`src/rtl/control_sequencer.sv`:
```
// control_sequencer: queues {opcode, repeat} instructions and issues them as a
// registered one-hot control word, holding each word for rpt+1 cycles. A
// skip-class opcode issued with sf=1 discards the following instruction.
module control_sequencer #(
    parameter int OP_W     = 4,
    parameter int RPT_W    = 3,
    parameter int DEPTH    = 4,
    parameter int SKIP_OP0 = 8,
    parameter int SKIP_OP1 = 9
) (
    input  logic                  clk,
    input  logic                  rst,
    input  logic                  instr_valid,
    input  logic [OP_W+RPT_W-1:0] instr_in,
    output logic                  instr_ready,
    input  logic                  hold,
    input  logic                  sf,
    output logic [2**OP_W-1:0]    ctrl,
    output logic                  ctrl_valid,
    output logic                  busy,
    output logic                  skipped
);

    localparam int CW = 2**OP_W;
    localparam int IW = OP_W + RPT_W;
    localparam int AW = $clog2(DEPTH);
    localparam logic [AW:0] FullCount = (AW+1)'(DEPTH);

    // ISSUE is the first cycle of an instruction (or the single cycle of a
    // discarded one); REPEAT covers the remaining rpt cycles.
    typedef enum logic [1:0] {
        IDLE   = 2'd0,
        ISSUE  = 2'd1,
        REPEAT = 2'd2
    } state_t;

    state_t            state_q, state_d;
    logic [IW-1:0]     mem [DEPTH];
    logic [AW-1:0]     wrPtr_q, rdPtr_q;
    logic [AW:0]       count_q, count_d;
    logic              notFull_q;
    logic [CW-1:0]     ctrl_q, ctrl_d;
    logic              ctrlValid_q, ctrlValid_d;
    logic              skipped_q, skipped_d;
    logic [RPT_W-1:0]  rptCount_q, rptCount_d;
    logic              skipClass_q, skipClass_d;
    logic              skipArmed_q, skipArmed_d;

    logic              push;
    logic              pop;
    logic              lastCycle;
    logic              armNow;
    logic [OP_W-1:0]   headOp;
    logic [RPT_W-1:0]  headRpt;
    logic              headIsSkip;

    assign push       = instr_valid && notFull_q && !rst;
    assign lastCycle  = (state_q != IDLE) && (rptCount_q == '0);
    assign pop        = (count_q != '0) && !hold && ((state_q == IDLE) || lastCycle);
    assign headOp     = mem[rdPtr_q][IW-1:RPT_W];
    assign headRpt    = mem[rdPtr_q][RPT_W-1:0];
    assign headIsSkip = (int'(headOp) == SKIP_OP0) || (int'(headOp) == SKIP_OP1);
    // The first ctrl cycle of a real (not discarded) skip-class instruction
    // with sf high arms the skip; discard cycles carry ctrl_valid=0 so they
    // can never chain a further skip.
    assign armNow     = (state_q == ISSUE) && ctrlValid_q && skipClass_q && sf;

    // Queue storage: written at the tail on every handshake, not reset.
    always_ff @(posedge clk) begin
        if (push) begin
            mem[wrPtr_q] <= instr_in;
        end
    end

    // Occupancy next-value; push and pop together leave it unchanged.
    always_comb begin
        count_d = count_q;
        case ({push, pop})
            2'b10:   count_d = count_q + (AW+1)'(1);
            2'b01:   count_d = count_q - (AW+1)'(1);
            default: count_d = count_q;
        endcase
    end

    // Queue pointers, occupancy and the registered not-full flag.
    always_ff @(posedge clk) begin
        if (rst) begin
            wrPtr_q   <= '0;
            rdPtr_q   <= '0;
            count_q   <= '0;
            notFull_q <= 1'b1;
        end else begin
            if (push) begin
                wrPtr_q <= wrPtr_q + AW'(1);
            end
            if (pop) begin
                rdPtr_q <= rdPtr_q + AW'(1);
            end
            count_q   <= count_d;
            notFull_q <= (count_d != FullCount);
        end
    end

    // Next-state and output-register logic for the issue FSM.
    always_comb begin
        state_d     = state_q;
        ctrl_d      = ctrl_q;
        ctrlValid_d = ctrlValid_q;
        skipped_d   = skipped_q;
        rptCount_d  = rptCount_q;
        skipClass_d = skipClass_q;
        skipArmed_d = skipArmed_q;

        if (armNow) begin
            skipArmed_d = 1'b1;
        end

        if (!hold) begin
            if ((state_q != IDLE) && (rptCount_q != '0)) begin
                rptCount_d = rptCount_q - RPT_W'(1);
                state_d    = REPEAT;
            end else if (pop) begin
                state_d = ISSUE;
                if (skipArmed_q || armNow) begin
                    skipArmed_d = 1'b0;
                    ctrl_d      = '0;
                    ctrlValid_d = 1'b0;
                    skipped_d   = 1'b1;
                    rptCount_d  = '0;
                    skipClass_d = 1'b0;
                end else begin
                    ctrl_d      = CW'(1) << headOp;
                    ctrlValid_d = 1'b1;
                    skipped_d   = 1'b0;
                    rptCount_d  = headRpt;
                    skipClass_d = headIsSkip;
                end
            end else begin
                state_d     = IDLE;
                ctrl_d      = '0;
                ctrlValid_d = 1'b0;
                skipped_d   = 1'b0;
                rptCount_d  = '0;
                skipClass_d = 1'b0;
            end
        end
    end

    // FSM state and registered outputs.
    always_ff @(posedge clk) begin
        if (rst) begin
            state_q     <= IDLE;
            ctrl_q      <= '0;
            ctrlValid_q <= 1'b0;
            skipped_q   <= 1'b0;
            rptCount_q  <= '0;
            skipClass_q <= 1'b0;
            skipArmed_q <= 1'b0;
        end else begin
            state_q     <= state_d;
            ctrl_q      <= ctrl_d;
            ctrlValid_q <= ctrlValid_d;
            skipped_q   <= skipped_d;
            rptCount_q  <= rptCount_d;
            skipClass_q <= skipClass_d;
            skipArmed_q <= skipArmed_d;
        end
    end

    assign instr_ready = notFull_q;
    assign ctrl        = ctrl_q;
    assign ctrl_valid  = ctrlValid_q;
    assign skipped     = skipped_q;
    assign busy        = (count_q != '0) || ctrlValid_q || (state_q != IDLE);

endmodule

```
`config.mk`:
```
export PLATFORM = sky130hd
export DESIGN_NAME = control_sequencer
export DESIGN_NICKNAME = d
export VERILOG_FILES = /design/src/rtl/control_sequencer.sv
export SDC_FILE = /design/constraint.sdc
export NUM_CORES = 1
export LEC_CHECK = 0
export ABC_CLOCK_PERIOD_IN_PS = 4300
export CAP_MARGIN = 30
export CORE_MARGIN = 4
export CORE_UTILIZATION = 50
export DETAILED_ROUTE_END_ITERATION = 8
export GPL_TIMING_DRIVEN = 0
export PLACE_DENSITY_LB_ADDON = 0.15
export SLEW_MARGIN = 10
export SYNTH_ARGS = -nofsm -noshare
export SYNTH_HDL_FRONTEND = slang
export SYNTH_SLANG_ARGS = --single-unit
```
`constraint.sdc`:
```
create_clock -name clk -period 4.3 [get_ports clk]
set_input_delay 0.43 -clock clk [delete_from_list [all_inputs] [get_ports clk]]
set_output_delay 0.43 -clock clk [all_outputs]
set_load 0.01 [all_outputs]
```
==> metrics.md, run 1 <==
| Metric | Value |
|---|---|
| Post-synthesis net count | 219 |
| Post-route cell area | 3040 sq um |
| Internal | 1.097 mW |
| Logic pwr share | 0.241 |
| CTS tree | done |
| Top cells by instance count after synthesis | 35 x dfxtp_1, 28 x edfxtp_1, 26 x nand2_1, 20 x o21ai_0, 11 x nor2_1 |
| P_sw | 0.4400 mW |
| Crit. Startpoint | rptCount_q[0] |
| Hold Path Class | in2reg |
| CP bufs+invs | 3 |
| Power per cell area | between 500 and 600 nW/um^2 |
| Worst path max stage delay | 0.37 ns |
| Max Clock Skew | just under 0.006 ns |
| Switch share | 0.2863 |
| Area Overhead vs Synth | 22.60% |
| Most frequent cell after synthesis | dfxtp_1 |
| Gp weighted congestion | 0.7167 |
| Worst path arrival time | 3.06 ns |
| R2R Path Start | rptCount_q[0] |
| Hold path endpoint | rptCount_q[2] |
| Via density | 4.997 |
| Vias after detailed routing | 1559 |
| Reg clk slew, reported paths | around 0.07 ns |
| Flops & latches, synth | 63 |
| Worst vdd rail ir drop | 0.3165 mV |
| Max stage delay cell, worst path | fa_1 |
| Worst Reg2Reg Path Length in Cells | 13 |
| Post-cts hold buffer count | 0 |
| Post-DP HPWL | 2961 um |
| CTS Buf Count | 9 |
| Final setup violation count | 0 |
| Port buffer count | 30 |
| Share of layout cells above drive strength 1 | 0.1143 |
| RSZ-0062 raised after global routing | false |
| Worst path cell trace | inv_1 > ha_1 > ha_1 > o21bai_1 > and3_1 > buf_2 > ha_1 > inv_1 > fa_1 > xor2_1 > or3_1 > a21oi_1 > nand2_1 |
| # clock sinks | 63 |
| Post-synth EDFFs | 28 |
| Post-synthesis cell type count | 40 |
| Mean Syn Cell Area | 12.46 sq um |
| Die X | 78.43 um |
| First-pass GRT wire length | 7486 um |
| Cell taking the most area after synthesis | edfxtp_1 |
| Slew Limit Fails | 0 |
| Cell area after synthesis | about 2500 sq um |
| Largest net degree at the start of global routing | 11 |
| Reg2reg end | instr_ready |
| Period minus WS final | 2.841 ns |
| DIE AREA | 6150 sq um |
| Core footprint | 4755 sq um |
| Final wirelength | 4388 um |
| Worst setup SP type | flip-flop |
| Grt ovf | 0 |
| Area after DPL | 2864 sq um |
| Nets | between 200 and 300 |
| Clock root buffer | clkbuf_8 |
| Top-area cell type share of the netlist area | 0.3391 |
| LEAKAGE | 1.065 nW |
| CTS max path bufs | 2 |
| Vias in the first global route | between 1.5k and 2k |
| WHS Path Cells | 2 |
| WP data required | 4.52 ns |
| CTS H-tree lvls | 3 |
| Hold path start | rst |
| Max Fanout on Critical Path | 10 |
| ANT nets after route | 0 |
| Tot GR Track Use | 0.1644 |
| Seq pwr share | 0.463 |
| Ys async rst share | 0 |
| Area contributors post-synth | edfxtp_1 34%, dfxtp_1 28%, mux4_1 4.2% |
| Slew HR | 0.5190 |
| CP endpoint kind | flip-flop |
| Sum Neg Setup Slack | 0 ns |
| Row cnt | 25 |
| Wire per inst | ~14 um |
| Synth warn | 0 |
| Worst skew pair latency | 0.33 ns |
| Die height | 78.43 um |
| CP delay by family, top | adder cells |
| Ant. Diodes | 0 |
| Post-synthesis sequential area ratio | 0.6216 |
| Worst path most repeated cell | ha_1 |
| Status | finished, final reports clean |
| DR DRC count | 0 |
| Initial antenna violation count | 0 |
| Pin slew with the least headroom to its limit | 0.7215 ns |
| Mapped Cells | 199 |
| Final hold viol count | 0 |
| Post_cts resized | 0 |
| Ports | 32 |
| R2R Setup Slk | between 1 and 1.5 ns |
| Iter 0 DRT Violations | 166 |
| First-pass DRT Iterations | 4 |
| Initial core utilization | 0.5216 |
| Crit. path cell count | 13 |
| Post-CTS Setup Inserts | 0 |
| Clock network power share | 0.296 |
| Tcrit/Tclk final | 0.6606 |
| # Max-Cap Violations | 0 |
| Critical setup path kind | reg2reg |
| Fmax | 352.0 MHz |
| Top_reg_cell synth | dfxtp_1 |
| Final core utilization | 0.6395 |
==> cell families (layout without fill, tap and decap cells) <==
| family | count (synthesis) | count (layout) | synth area share |
|---|---|---|---|
| flops | 63 | 63 | 0.6216 |
| fa+ha+maj | 8 | 8 | 0.04339 |
| simple gates | 63 | 63 | 0.1332 |
| buf+inv | 16 | 62 | 0.03027 |
| compound gates | 37 | 37 | 0.08426 |
| xor+xnor | 5 | 5 | 0.01766 |
| mux | 7 | 7 | 0.06962 |
==> power groups by stage <==
stage	registers (mW)	clock network, mW	logic, mW
6_report	0.711	0.455	0.370
5_1_grt	0.718	0.499	0.418
4_1_cts	0.712	0.467	0.375
3_5_place_dp	0.724	0	0.373
3_3_place_gp	0.723	0	0.366
2_1_floorplan	0.721	0	0.264
==> flip-flops by register name (all words and copies together) (netlist names), 2 cells and up, named ones only <==
| signal | flops |
|---|---|
| count_q | 3 |
| ctrl | 16 |
| mem | 28 |
| rdPtr_q | 2 |
| rptCount_q | 3 |
| state_q | 2 |
| wrPtr_q | 2 |
==> layer usage <==
layer	up-vias	GRT usage	wire, um
met1	719	0.2137	2059
met5	-	0	0
met2	30	0.2372	2023
met3	13	0.04014	157
met4	0	0.1224	147
li1	797	-	-
==> stage by stage <==
step	hold slack [ns]	instances	power (mW)	worst slack, ns
floorplan	0.4174	199	0.9856	1.715
global placement	0.4348	296	1.089	1.341
detailed placement	0.4451	296	1.097	1.322
CTS	0.3311	312	1.554	1.441
global route	0.3582	312	1.634	1.269
finish	0.3515	312	1.537	1.459
==> worst max-delay path by stage <==
stage | endpoint | slack, ns
after global routing | instr_ready | 1.27
after CTS | instr_ready | 1.44
after global placement | instr_ready | 1.34
after floorplan | instr_ready | 1.71
final | instr_ready | 1.46
after detailed placement | instr_ready | 1.32
==> cells in the final DEF (no fill, tap or decap), drive strengths merged, types with 2 or more instances in the layout <==
cell type and n:
ha 7, o31ai 2, clkdlybuf4s50 30, o21ai 22, clkbuf 15, and2 4
xnor2 2, dfxtp 35, buf 4, mux4 7, nand3 5, nand2 26
edfxtp 28, nor2 11, xor2 3, inv 9, nand2b 3, or3 3
clkinv 3, a21oi 10, nor3 2
==> cell type report <==
class	count	area [sq um]
Tap cell	67	83.83
Timing Repair Buffer	30	300.3
Buffer	6	37.54
Sequential cell	63	1541
Clock buffer	13	158.9
Multi-Input combinational cell	120	863.3
Clock inverter	3	17.52
Fill cell	400	1714
Inverter	10	37.54
Note: power is estimated with default switching activity, not from simulation.
==> inputs of run 2 (changes only) <==
- ABC_CLOCK_PERIOD_IN_PS: 4300 -> 2310
- CORE_UTILIZATION: 50 -> 49
- clock period: 4.3 -> 2.31 ns (I/O delays scaled with it)
==> metrics.md, run 2 (synthesis results as in run 1) <==
| Metric | Value |
|---|---|
| Row cnt | 25 |
| CTS H-tree lvls | 3 |
| First-pass GRT wire length | between 7000 and 8000 um |
| Worst setup SP type | flip-flop |
| Worst vdd rail ir drop | 0.6301 mV |
| Iter 0 DRT Violations | 65 |
| Hold Path Class | in2reg |
| Total Power | around 2.9 mW |
| DIE AREA | 6263 sq um |
| R2R Setup Slk | 0.06 ns |
| Max Clock Skew | 0.007882 ns |
| Initial core utilization | 0.5148 |
| CP endpoint kind | output port |
| Worst path max stage delay | about 0.50 ns |
| Area after DPL | 2905 sq um |
| WHS | 0.1469 ns |
| Period minus WS final | 2.254 ns |
| Max Fanout on Critical Path | 4 |
| Critical setup path kind | reg2out |
| DR WL met2 | 1993 um |
| M1 wire length | 1895 um |
| Port buffer count | 30 |
| WHS Path Cells | 2 |
| Most common cell after layout, fill and taps aside | dfxtp_1 |
| First-pass DRT Iterations | 4 |
| CTS max path bufs | 2 |
| Ports | 32 |
| Worst skew pair latency | 0.34 ns |
| LEAKAGE | about 1.1 nW |
| Number of flip-flops in the largest register | 28 |
| R2R Path Start | rptCount_q[0] |
| Wire per inst | 13.44 um |
| Pin slew with the least headroom to its limit | 0.4552 ns |
| Post-cts hold buffer count | 0 |
| Ant. Diodes | 0 |
| # fillers | 422 |
| Fin worst setup slack | 0.05586 ns |
| Most frequent cells in the layout | 34 x dfxtp_1, 30 x clkdlybuf4s50_1, 28 x edfxtp_1 |
| # clock sinks | 63 |
| Crit. Startpoint | count_q[0] |
| Tot GR Track Use | 0.1536 |
| Vias after detailed routing | 1560 |
| Uppermost layer routed | met4 |
| Reg clk slew, reported paths | 0.07 ns |
| Power per cell area | 950.1 nW/um^2 |
| Final wirelength | 4220 um |
| Place WS | -0.2201 ns |
| Die X | 79.14 um |
| Post-DP HPWL | approximately 2800 um |
| Via density | between 4 and 5 |
| Final hold viol count | 0 |
| Slew HR | 0.6966 |
| Worst path cell trace | or3_1 > or4_1 > clkdlybuf4s50_1 |
| Grt ovf | 0 |
| Routed wl met3 | ~280 um |
| DR DRC count | 0 |
| Core footprint | 4817 sq um |
| Largest reg by FF count | mem |
| RSZ-0062 raised after global routing | true |
| Clock root buffer | clkbuf_8 |
| Die height | slightly below 80 um |
| Worst path arrival time | approximately 2.0 ns |
| Gp weighted congestion | 0.7147 |
| ANT nets after route | 0 |
| Area Overhead vs Synth | 25.03% |
| # Max-Cap Violations | 0 |
| Fmax | 443.6 MHz |
| CTS tree | done |
| Reg2reg end | instr_ready |
| Initial antenna violation count | 0 |
| Vias in the first global route | approximately 1.5k |
| Share of layout cells above drive strength 1 | 0.1417 |
| Nets | roughly 260 |
| Status | finished, final reports clean |
| Largest net degree at the start of global routing | 11 |
| WP data required | ~2.1 ns |
| Post-route cell area | 3100 sq um |
| Hold path start | rst |
| Max stage delay cell, worst path | clkdlybuf4s50_1 |
| CTS Buf Count | 9 |
| Worst Reg2Reg Path Length in Cells | 12 |
| CP endpoint | busy |
| Slew Limit Fails | 0 |
| Tcrit/Tclk final | 0.9758 |
| Final setup violation count | 0 |
## run 2: cell types whose count changed in the layout (fill, tap and decap cells not counted), moves of 2 or more
cell / delta
a21oi_1: -2
buf_4: +3
clkbuf_8: -2
a21oi_2: +2
clkinv_1: +3
## run 2: per-stage QoR
| step | TNS, ns | utilization | cells |
|---|---|---|---|
| global route | -0.04134 | 0.6436 | 314 |
| floorplan | -0.008763 | - | 199 |
| finish | 0 | 0.6436 | 314 |
| detailed placement | -0.3328 | 0.6031 | 296 |
| global placement | -0.3322 | 0.6031 | 296 |
| CTS | 0 | 0.6410 | 313 |
## run 2: how the worst min path moves through the flow
stage,to
2_1_floorplan,mem[0][0]
3_3_place_gp,ctrl[12]
3_5_place_dp,ctrl[15]
4_1_cts,count_q[2]
5_1_grt,count_q[2]
6_report,count_q[2]
## run 2: cell type report
cell class              instances  area, sq um  share of cell area
repair buffers                 33        322.8              0.1041
clock inverters                 6        51.30             0.01655
clock buffers                  10        127.6             0.04116
inverters                      10        37.54             0.01211
flip-flops and latches         63         1543              0.4976
multi-input cells             120        902.1              0.2910
plain buffers                   5        32.53             0.01049
well taps                      67        83.83             0.02704
## run 2: metal layers
layer | global-route usage | up-vias
met3 | 0.07823 | 6
li1 | - | 797
met1 | 0.1856 | 718
met5 | 0 | -
met2 | 0.2340 | 39
met4 | 0.05842 | 0
## run 2: timing repair
| item | 4_1_cts | 5_1_grt |
|---|---|---|
| endpoints found under the setup margin | 2 | 11 |
| gates resized for setup | 0 | 2 |
| setup buffers | 2 | 1 |
| pin swaps | 2 | 1 |
## run 2: where the power goes
group / switching (mW) / total [mW] / internal [mW]
sequential: 0.0596 / 1.33 / 1.27
combinational: 0.370 / 0.746 / 0.376
clock: 0.389 / 0.872 / 0.483
## run 2: critical path: cells and delay by family, from the launching register on
| family | cells | cell delay, ns |
|---|---|---|
| AND/OR/NAND/NOR | 2 | 0.85 |
| buffers and inverters | 1 | 0.50 |
| flip-flops | 1 | 0.34 |
==> inputs of run 3 (changes only) <==
- ABC_AREA: unset -> 1
- ABC_CLOCK_PERIOD_IN_PS: 2310 -> 2100
- CORE_UTILIZATION: 49 -> 50
- SLEW_MARGIN: 10 -> unset
- clock period: 2.31 -> 2.1 ns (I/O delays scaled with it)
==> metrics.md, run 3 <==
| Metric | Value |
|---|---|
| Most frequent cells in the layout | 73 x nand2_1, 34 x dfxtp_1, 31 x clkdlybuf4s50_1 |
| Post-synthesis net count | between 300 and 400 |
| CTS tree | done |
| Top-area cell type share of the netlist area | 0.3183 |
| Area Overhead vs Synth | 25.25% |
| WP data required | 2.32 ns |
| Slew HR | 0.5488 |
| Cell area after synthesis | 2641 sq um |
| # clock sinks | 63 |
| Die X | between 80 and 90 um |
| Number of flip-flops in the largest register | 28 |
| Initial antenna violation count | 0 |
| Worst path cell trace | inv_2 > ha_4 > ha_4 > nor2_4 > nor2_4 > ha_4 > inv_4 > fa_2 > a21oi_2 > o21ai_4 > a21oi_2 > nand2_1 |
| DR DRC count | 0 |
| Post-DP HPWL | approximately 3500 um |
| Post-Synth Simple-Gate Area | 0.2302 |
| Share of layout cells above drive strength 1 | 0.1687 |
| Tot GR Track Use | 0.1714 |
| Iter 0 DRT Violations | 81 |
| Max Fanout on Critical Path | 3 |
| Period minus WS final | 2.087 ns |
| Final hold viol count | 0 |
| Most frequent cell after synthesis | nand2_1 |
| Core footprint | 5107 sq um |
| Final setup violation count | 0 |
| Port buffer count | 31 |
| Reg clk slew, reported paths | 0.06 ns |
| Hold Path Class | reg2reg |
| Via density | a little under 5 |
| Nets | 347 |
| # fillers | between 400 and 500 |
| Ys async rst share | 0 |
| Flops & latches, synth | 63 |
| Worst vdd rail ir drop | approximately 0.57 mV |
| Top_reg_cell synth | dfxtp_1 |
| Largest family of logic cells by synthesized area | simple AND/OR/NAND/NOR gates |
| Most common cell after layout, fill and taps aside | nand2_1 |
| First-pass GRT wire length | 8321 um |
| Worst skew pair latency | 0.33 ns |
| Row cnt | 26 |
| Mean Syn Cell Area | ~9.4 sq um |
| Cell taking the most area after synthesis | edfxtp_1 |
| Gp weighted congestion | 0.8151 |
| Adder-Cell Fraction of Synth Area | 0.04074 |
| Vias after detailed routing | 1957 |
| Largest net degree at the start of global routing | 11 |
| RSZ-0062 raised after global routing | true |
| Fin worst setup slack | roughly 0.013 ns |
| Area contributors post-synth | edfxtp_1 32%, dfxtp_1 27%, nand2_1 10% |
| Vias in the first global route | 1841 |
| Power per cell area | approximately 1100 nW/um^2 |
| Max stage delay cell, worst path | fa_2 |
| ANT nets after route | 0 |
| Mapped Cells | approximately 280 |
| Ports | 32 |
| WHS | roughly 0.45 ns |
| First-pass DRT Iterations | 4 |
| Xor/xnor share of the synthesized area | 0.006632 |
| Slew Limit Fails | 0 |
| Area after DPL | 3039 sq um |
| # Max-Cap Violations | 0 |
| DIE AREA | 6509 sq um |
| Worst path max stage delay | 0.42 ns |
| Fmax | 479.1 MHz |
| Grt ovf | 0 |
| Wire per inst | 12.52 um |
| Top cells by instance count after synthesis | 73 x nand2_1, 35 x dfxtp_1, 28 x edfxtp_1, 28 x inv_1, 26 x nor2_1 |
| CP delay by family, top | adder cells |
| Synth warn | 0 |
| Largest reg by FF count | mem |
| Status | finished, final reports clean |
| Initial core utilization | 0.5171 |
| Worst path arrival time | 2.31 ns |
| LEAKAGE | 1.299 nW |
| Max Clock Skew | 0.005402 ns |
| Tcrit/Tclk final | 0.9939 |
| Post-synthesis cell type count | 30 |
| Post-synth EDFFs | 28 |
| Post-synthesis mux area share | 0 |
| Post-synthesis sequential area ratio | 0.5836 |
| Post-route cell area | 3308 sq um |
| Critical setup path kind | reg2reg |
| Post-synthesis compound-gate area fraction | 0.07958 |
| CTS H-tree lvls | 3 |
| Worst path most repeated cell | ha_4 |
| Die height | 80.68 um |
| Ant. Diodes | 0 |
| Worst setup SP type | flip-flop |
| Place WS | -0.4891 ns |
| Clock root buffer | clkbuf_8 |
| CP endpoint kind | flip-flop |
| Final wirelength | 5035 um |
| Pin slew with the least headroom to its limit | 0.6743 ns |
| CTS Buf Count | 9 |
| CTS max path bufs | 2 |
| CP bufs+invs | 2 |
-- run 3: changes by cell type after synthesis, sizes merged, moves of 3 or more --
| cell | delta |
|---|---|
| mux4 | -7 |
| nor2 | +19 |
| and2 | -4 |
| inv | +22 |
| o21ai | -4 |
| o22ai | +5 |
| or3 | -3 |
| nand2b | -3 |
| nand3 | +13 |
| nand2 | +54 |
-- run 3: what timing repair did --
action                     4_1_cts  5_1_grt
hold buffers                     0        0
resized for setup                3       23
buffers inserted                 1        3
pin swaps                        1        9
setup endpoints to repair        3        3
-- run 3: worst paths after layout --
path                               startpoint  cells past startpoint           to  slack [ns]
worst max register to register  rptCount_q[1]                     12  instr_ready        0.01
worst min register to register       ctrl[12]                      2     ctrl[12]        0.45
worst max-delay path            rptCount_q[1]                     12  instr_ready        0.01
worst min-delay path                 ctrl[12]                      2     ctrl[12]        0.45
-- run 3: cell families after synthesis --
family / Yosys count
AOI/OAI and AO/OA: 38
xor gates and xnor gates: 2
adders and majority gates: 8
buffers and inverters: 37
DFF: 63
and+or+nand+nor: 133
-- run 3: stage by stage --
stage          power [mW]  utilization   TNS, ns  instances
6_report            3.640       0.6477         0        402
4_1_cts             3.456       0.6276         0        399
2_1_floorplan       2.271            -         0        281
3_5_place_dp        2.575       0.5951    -1.360        382
5_1_grt             3.889       0.6477  -0.09611        402
3_3_place_gp        2.539       0.5951   -0.9533        382
-- run 3: power by group --
part | switching (mW) | internal, mW
clock network | 0.417 | 0.425
registers | 0.0815 | 1.41
logic | 0.757 | 0.551
total | 1.26 | 2.38
-- run 3: layout make-up --
type                    count  area [sq um]  share of cell area
inverters                  31         118.9             0.03593
clock buffers              14         142.6             0.04312
clock inverters             2         8.758            0.002648
repair buffers             35         340.3              0.1029
multi-input cells         181          1027              0.3105
flip-flops and latches     63          1543              0.4663
well taps                  70         87.58             0.02648
plain buffers               6         40.04             0.01210
-- run 3: worst register-to-register path, stage by stage (launching register included) --
cell and delay (ns):
dfxtp_2 0.31, inv_2 0.07, ha_4 0.14, ha_4 0.13
nor2_4 0.04, nor2_4 0.16, ha_4 0.16, inv_4 0.05
fa_2 0.42, a21oi_2 0.19, o21ai_4 0.09, a21oi_2 0.16
nand2_1 0.07
-- run 3: per-layer routing --
metal  vias to the layer above  wire, um  GRT usage
li1                       1008         -          -
met1                       892      2343     0.2080
met2                        47      2365     0.2765
met3                        10       243    0.03700
met4                         0        83     0.1047
met5                         -         0          0
==> RTL change 1 (config.mk and constraints of run 1) <==
Re-encode `state_t` (3 states) as one-hot, 3 bits wide.
--- a/src/rtl/control_sequencer.sv
+++ b/src/rtl/control_sequencer.sv
@@ -28,10 +28,10 @@
 
     // ISSUE is the first cycle of an instruction (or the single cycle of a
     // discarded one); REPEAT covers the remaining rpt cycles.
-    typedef enum logic [1:0] {
-        IDLE   = 2'd0,
-        ISSUE  = 2'd1,
-        REPEAT = 2'd2
+    typedef enum logic [2:0] {
+        IDLE   = 3'b001,
+        ISSUE  = 3'b010,
+        REPEAT = 3'b100
     } state_t;
 
     state_t            state_q, state_d;
Function: no difference found for any inputs over 4 cycles, from zero or initial values and one cycle with rst high; so few cycles prove little.
==> RTL change 1 against run 1 <==
Final area grew 2.4%; sequential share of layout area shrank 0.56 points; synthesized area grew 3.3%; wire length grew 9.0%; power grew 11%; hold slack gained 0.088 ns; non-clock buffer count grew 1; cell count shrank 4.8%; sequential cell count grew 1; clock skew grew 0.0029 ns; setup slack lost 0.083 ns; sequential power grew 4.4%; count of clock-buffer cells in the layout grew 1.
==> RTL change 1: results (changes against run 1) <==
[setup_path] setup slack of the most critical reg-to-reg path 1.56 ns [was 1.46 ns]
[finish] total of plain and repair buffers excluding clock buffers 37 [was 36]
[finish] multi-input combinational cell area 922 µm² [was 863 µm²]
[setup_path] CP max stage cell sky130_fd_sc_hd__clkdlybuf4s50_1 [was sky130_fd_sc_hd__fa_1]
[placement] half-perimeter wire length of the detailed placement result 3500 µm [was 2960 µm]
[logic_synthesis] parity-gate share of the synthesized area counting xor and xnor cells 1.71% [was 1.77%]
[timing] Fin Hold WS 0.440 ns [was 0.352 ns]
[grt] Total Routing Usage GR 16.9% [was 16.4%]
[logic_synthesis] sequential share of the synthesized area 60.9% [was 62.2%]
[run_status] run status complete, no violations [unchanged]
[grt] M2 GR Usage 28.5% [was 23.7%]
[drt] overall via count from detail_route 1590 [was 1559]
[logic_synthesis] library cells used by synthesis 44 [was 40]
[pwr] worst IR drop on VDD 0.283 mV [was 0.317 mV]
[finish] Inverters 11 [was 10]
[setup_path] cell type group with the largest total delay on the critical path buffers and inverters [was adder cells]
[finish] layout clock buffer count 14 [was 13]
[drt] iteration-0 DRC count of the detailed router 86 [was 166]
[grt] met3 track utilization from global routing 3.72% [was 4.01%]
[finish] register fraction of the total cell area 50.1% [was 50.7%]
[logic_synthesis] fraction of the mapped netlist area in compound gates 12.6% [was 8.43%]
[finish] number of inserted filler cells in the final layout 360 [was 400]
[setup_path] number of cells traversed by the worst register-to-register path 12 [was 13]
[drt] WL met2 2460 µm [was 2020 µm]
[logic_synthesis] commonest cells in the synthesized netlist 36 x sky130_fd_sc_hd__dfxtp_1, 28 x sky130_fd_sc_hd__edfxtp_1, 13 x sky130_fd_sc_hd__nor2_1 [was 35 x sky130_fd_sc_hd__dfxtp_1, 28 x sky130_fd_sc_hd__edfxtp_1, 26 x sky130_fd_sc_hd__nand2_1]
[RTL change 1: cell count changes after synthesis, moves of 4 or more]
| cell | before | now |
|---|---|---|
| sky130_fd_sc_hd__a32o_1 | 0 | 12 |
| sky130_fd_sc_hd__o21ai_0 | 20 | 3 |
| sky130_fd_sc_hd__a22o_1 | 0 | 5 |
| sky130_fd_sc_hd__nor2b_1 | 1 | 5 |
| sky130_fd_sc_hd__nand2_1 | 26 | 7 |
[RTL change 1: where the power goes]
group	total (mW)	leakage, nW	internal (mW)	switching, mW
Combinational	0.523	0.455	0.234	0.289
Clock	0.438	0.0865	0.238	0.200
Sequential	0.742	0.546	0.701	0.0415
Total	1.70	1.09	1.17	0.531
[RTL change 1: per-stage QoR]
stage               utilization (%)  cell area, µm²  setup WS [ns]  std cells
finish                         64.2            3110           1.38        297
global placement               60.8            2950           1.21        282
detailed placement             60.8            2950           1.08        282
global route                   64.2            3110           1.20        297
floorplan                         -            2560           1.88        185
CTS                            64.2            3110           1.39        297
==> RTL change 2 (settings of run 1) <==
Without the edit above. The parameter `SKIP_OP0` goes from 8 to 4.
--- a/src/rtl/control_sequencer.sv
+++ b/src/rtl/control_sequencer.sv
@@ -5,7 +5,7 @@
     parameter int OP_W     = 4,
     parameter int RPT_W    = 3,
     parameter int DEPTH    = 4,
-    parameter int SKIP_OP0 = 8,
+    parameter int SKIP_OP0 = 4,
     parameter int SKIP_OP1 = 9
 ) (
     input  logic                  clk,
Formal check against the unedited RTL: not equivalent (a bounded check fails within 4 cycles, from zero or initial values and one cycle with rst high).
==> RTL change 2 against run 1 <==
Sequential share of layout area down 0.43 points; combinational power up 5.7%; sequential cell count unchanged; critical endpoint unchanged; wire length down 0.23%; synthesized area up 0.61%; setup slack worse by 0.0073 ns; power up 2.7%; final area up 0.86%; synthesized cell count up 2.5%; cell count up 1.6%; largest power group unchanged.
==> RTL change 2: results (changes against run 1) <==
[placement] DP Area 2890 µm² [was 2860 µm²]
[timing] peak clock frequency supported by timing 351 MHz [was 352 MHz]
[timing] Clock Skews 0.00547 ns [was 0.00582 ns]
[timing] Fin Hold WS 0.449 ns [was 0.352 ns]
[placement] final weighted congestion of routability-driven global placement 0.783 [was 0.717]
[finish] share of final-layout standard cells stronger than drive strength 1 12.0% [was 11.4%]
[drt] iteration-0 DRC count of the detailed router 126 [was 166]
[drt] via-per-instance ratio 5.12 [was 5.00]
[grt] M2 GR Usage 24.3% [was 23.7%]
[worst_hold_path] class of the most critical hold timing path register to register [was input port to register]
[finish] number of inserted filler cells in the final layout 391 [was 400]
[logic_synthesis] fraction of the mapped netlist area in compound gates 10.1% [was 8.43%]
[pwr] power per cell area 515 nW/µm² [was 506 nW/µm²]
[logic_synthesis] commonest cells in the synthesized netlist 35 x sky130_fd_sc_hd__dfxtp_1, 28 x sky130_fd_sc_hd__edfxtp_1, 22 x sky130_fd_sc_hd__nand2_1 [was 35 x sky130_fd_sc_hd__dfxtp_1, 28 x sky130_fd_sc_hd__edfxtp_1, 26 x sky130_fd_sc_hd__nand2_1]
[finish] number of sequential cells in the layout 63 [unchanged]
[pwr] worst IR drop on VDD 0.254 mV [was 0.317 mV]
[grt] Total Routing Usage GR 15.9% [was 16.4%]
[finish] fraction of area in multi-input gates 28.3% [was 28.4%]
[timing] Max transition margin 52.9% [was 51.9%]
[logic_synthesis] parity-gate share of the synthesized area counting xor and xnor cells 1.40% [was 1.77%]
[logic_synthesis] gate count of the mapped netlist 204 [was 199]
[run_status] run status complete, no violations [unchanged]
[finish] number of nets at the end of the flow 266 [was 260]
[finish] Inverters 13 [was 10]
[drt] WL met2 2110 µm [was 2020 µm]
[placement] quantity of I/O buffers inserted on ports 31 [was 30]
[pwr] leakage component of the power 1.08 nW [was 1.07 nW]
[pwr] sequential group power 715 µW [was 711 µW]
[logic_synthesis] leading post-synthesis cells by cell area sky130_fd_sc_hd__edfxtp_1 34%, sky130_fd_sc_hd__dfxtp_1 28%, sky130_fd_sc_hd__mux4_2 6.3%, sky130_fd_sc_hd__ha_1 3.5%, sky130_fd_sc_hd__nand2_1 3.3% [was sky130_fd_sc_hd__edfxtp_1 34%, sky130_fd_sc_hd__dfxtp_1 28%, sky130_fd_sc_hd__mux4_1 4.2%, sky130_fd_sc_hd__o21ai_0 4.0%, sky130_fd_sc_hd__nand2_1 3.9%]
[finish] number of multi-input combinational cells 121 [was 120]
[finish] Clock buf/inv share 5.79% [was 5.80%]
[setup_path] data arrival time of the critical path 3.07 ns [was 3.06 ns]
[logic_synthesis] fraction of synthesized area in multiplexers 6.72% [was 6.96%]
[grt] met3 track utilization from global routing 5.62% [was 4.01%]
[finish] total of plain and repair buffers excluding clock buffers 38 [was 36]
[worst_hold_path] hold endpoint ctrl[9]$_SDFFE_PP0P_ [was rptCount_q[2]$_SDFFE_PP0N_]
[drt] sum of routed wire segments on met1 1970 µm [was 2060 µm]
[grt] first-pass GRT wire length 7220 µm [was 7490 µm]
[grt] global routing usage on met1 19.8% [was 21.4%]
RTL change 2: cell types whose count changed after synthesis, moves of 2 or more:
cell                      before  now
sky130_fd_sc_hd__o21ai_2       2    0
sky130_fd_sc_hd__nor2b_2       0    2
sky130_fd_sc_hd__o21ai_0      20   14
sky130_fd_sc_hd__mux4_1        4    0
sky130_fd_sc_hd__inv_1         9   13
sky130_fd_sc_hd__nor2_1       11    9
sky130_fd_sc_hd__a32o_1        0    4
sky130_fd_sc_hd__o21ai_1       0    2
sky130_fd_sc_hd__a21oi_1       9   13
sky130_fd_sc_hd__mux4_2        3    7
sky130_fd_sc_hd__nand3_1       5    7
sky130_fd_sc_hd__nand2_1      26   22
sky130_fd_sc_hd__nor3_1        2    5
RTL change 2: logic make-up (layout without fill, tap and decap cells):
family	after synthesis	after routing
compound gates	40	40
xor+xnor	4	4
fa+ha+maj	8	8
buf+inv	20	66
flops	63	63
mux	8	8
simple gates	61	61
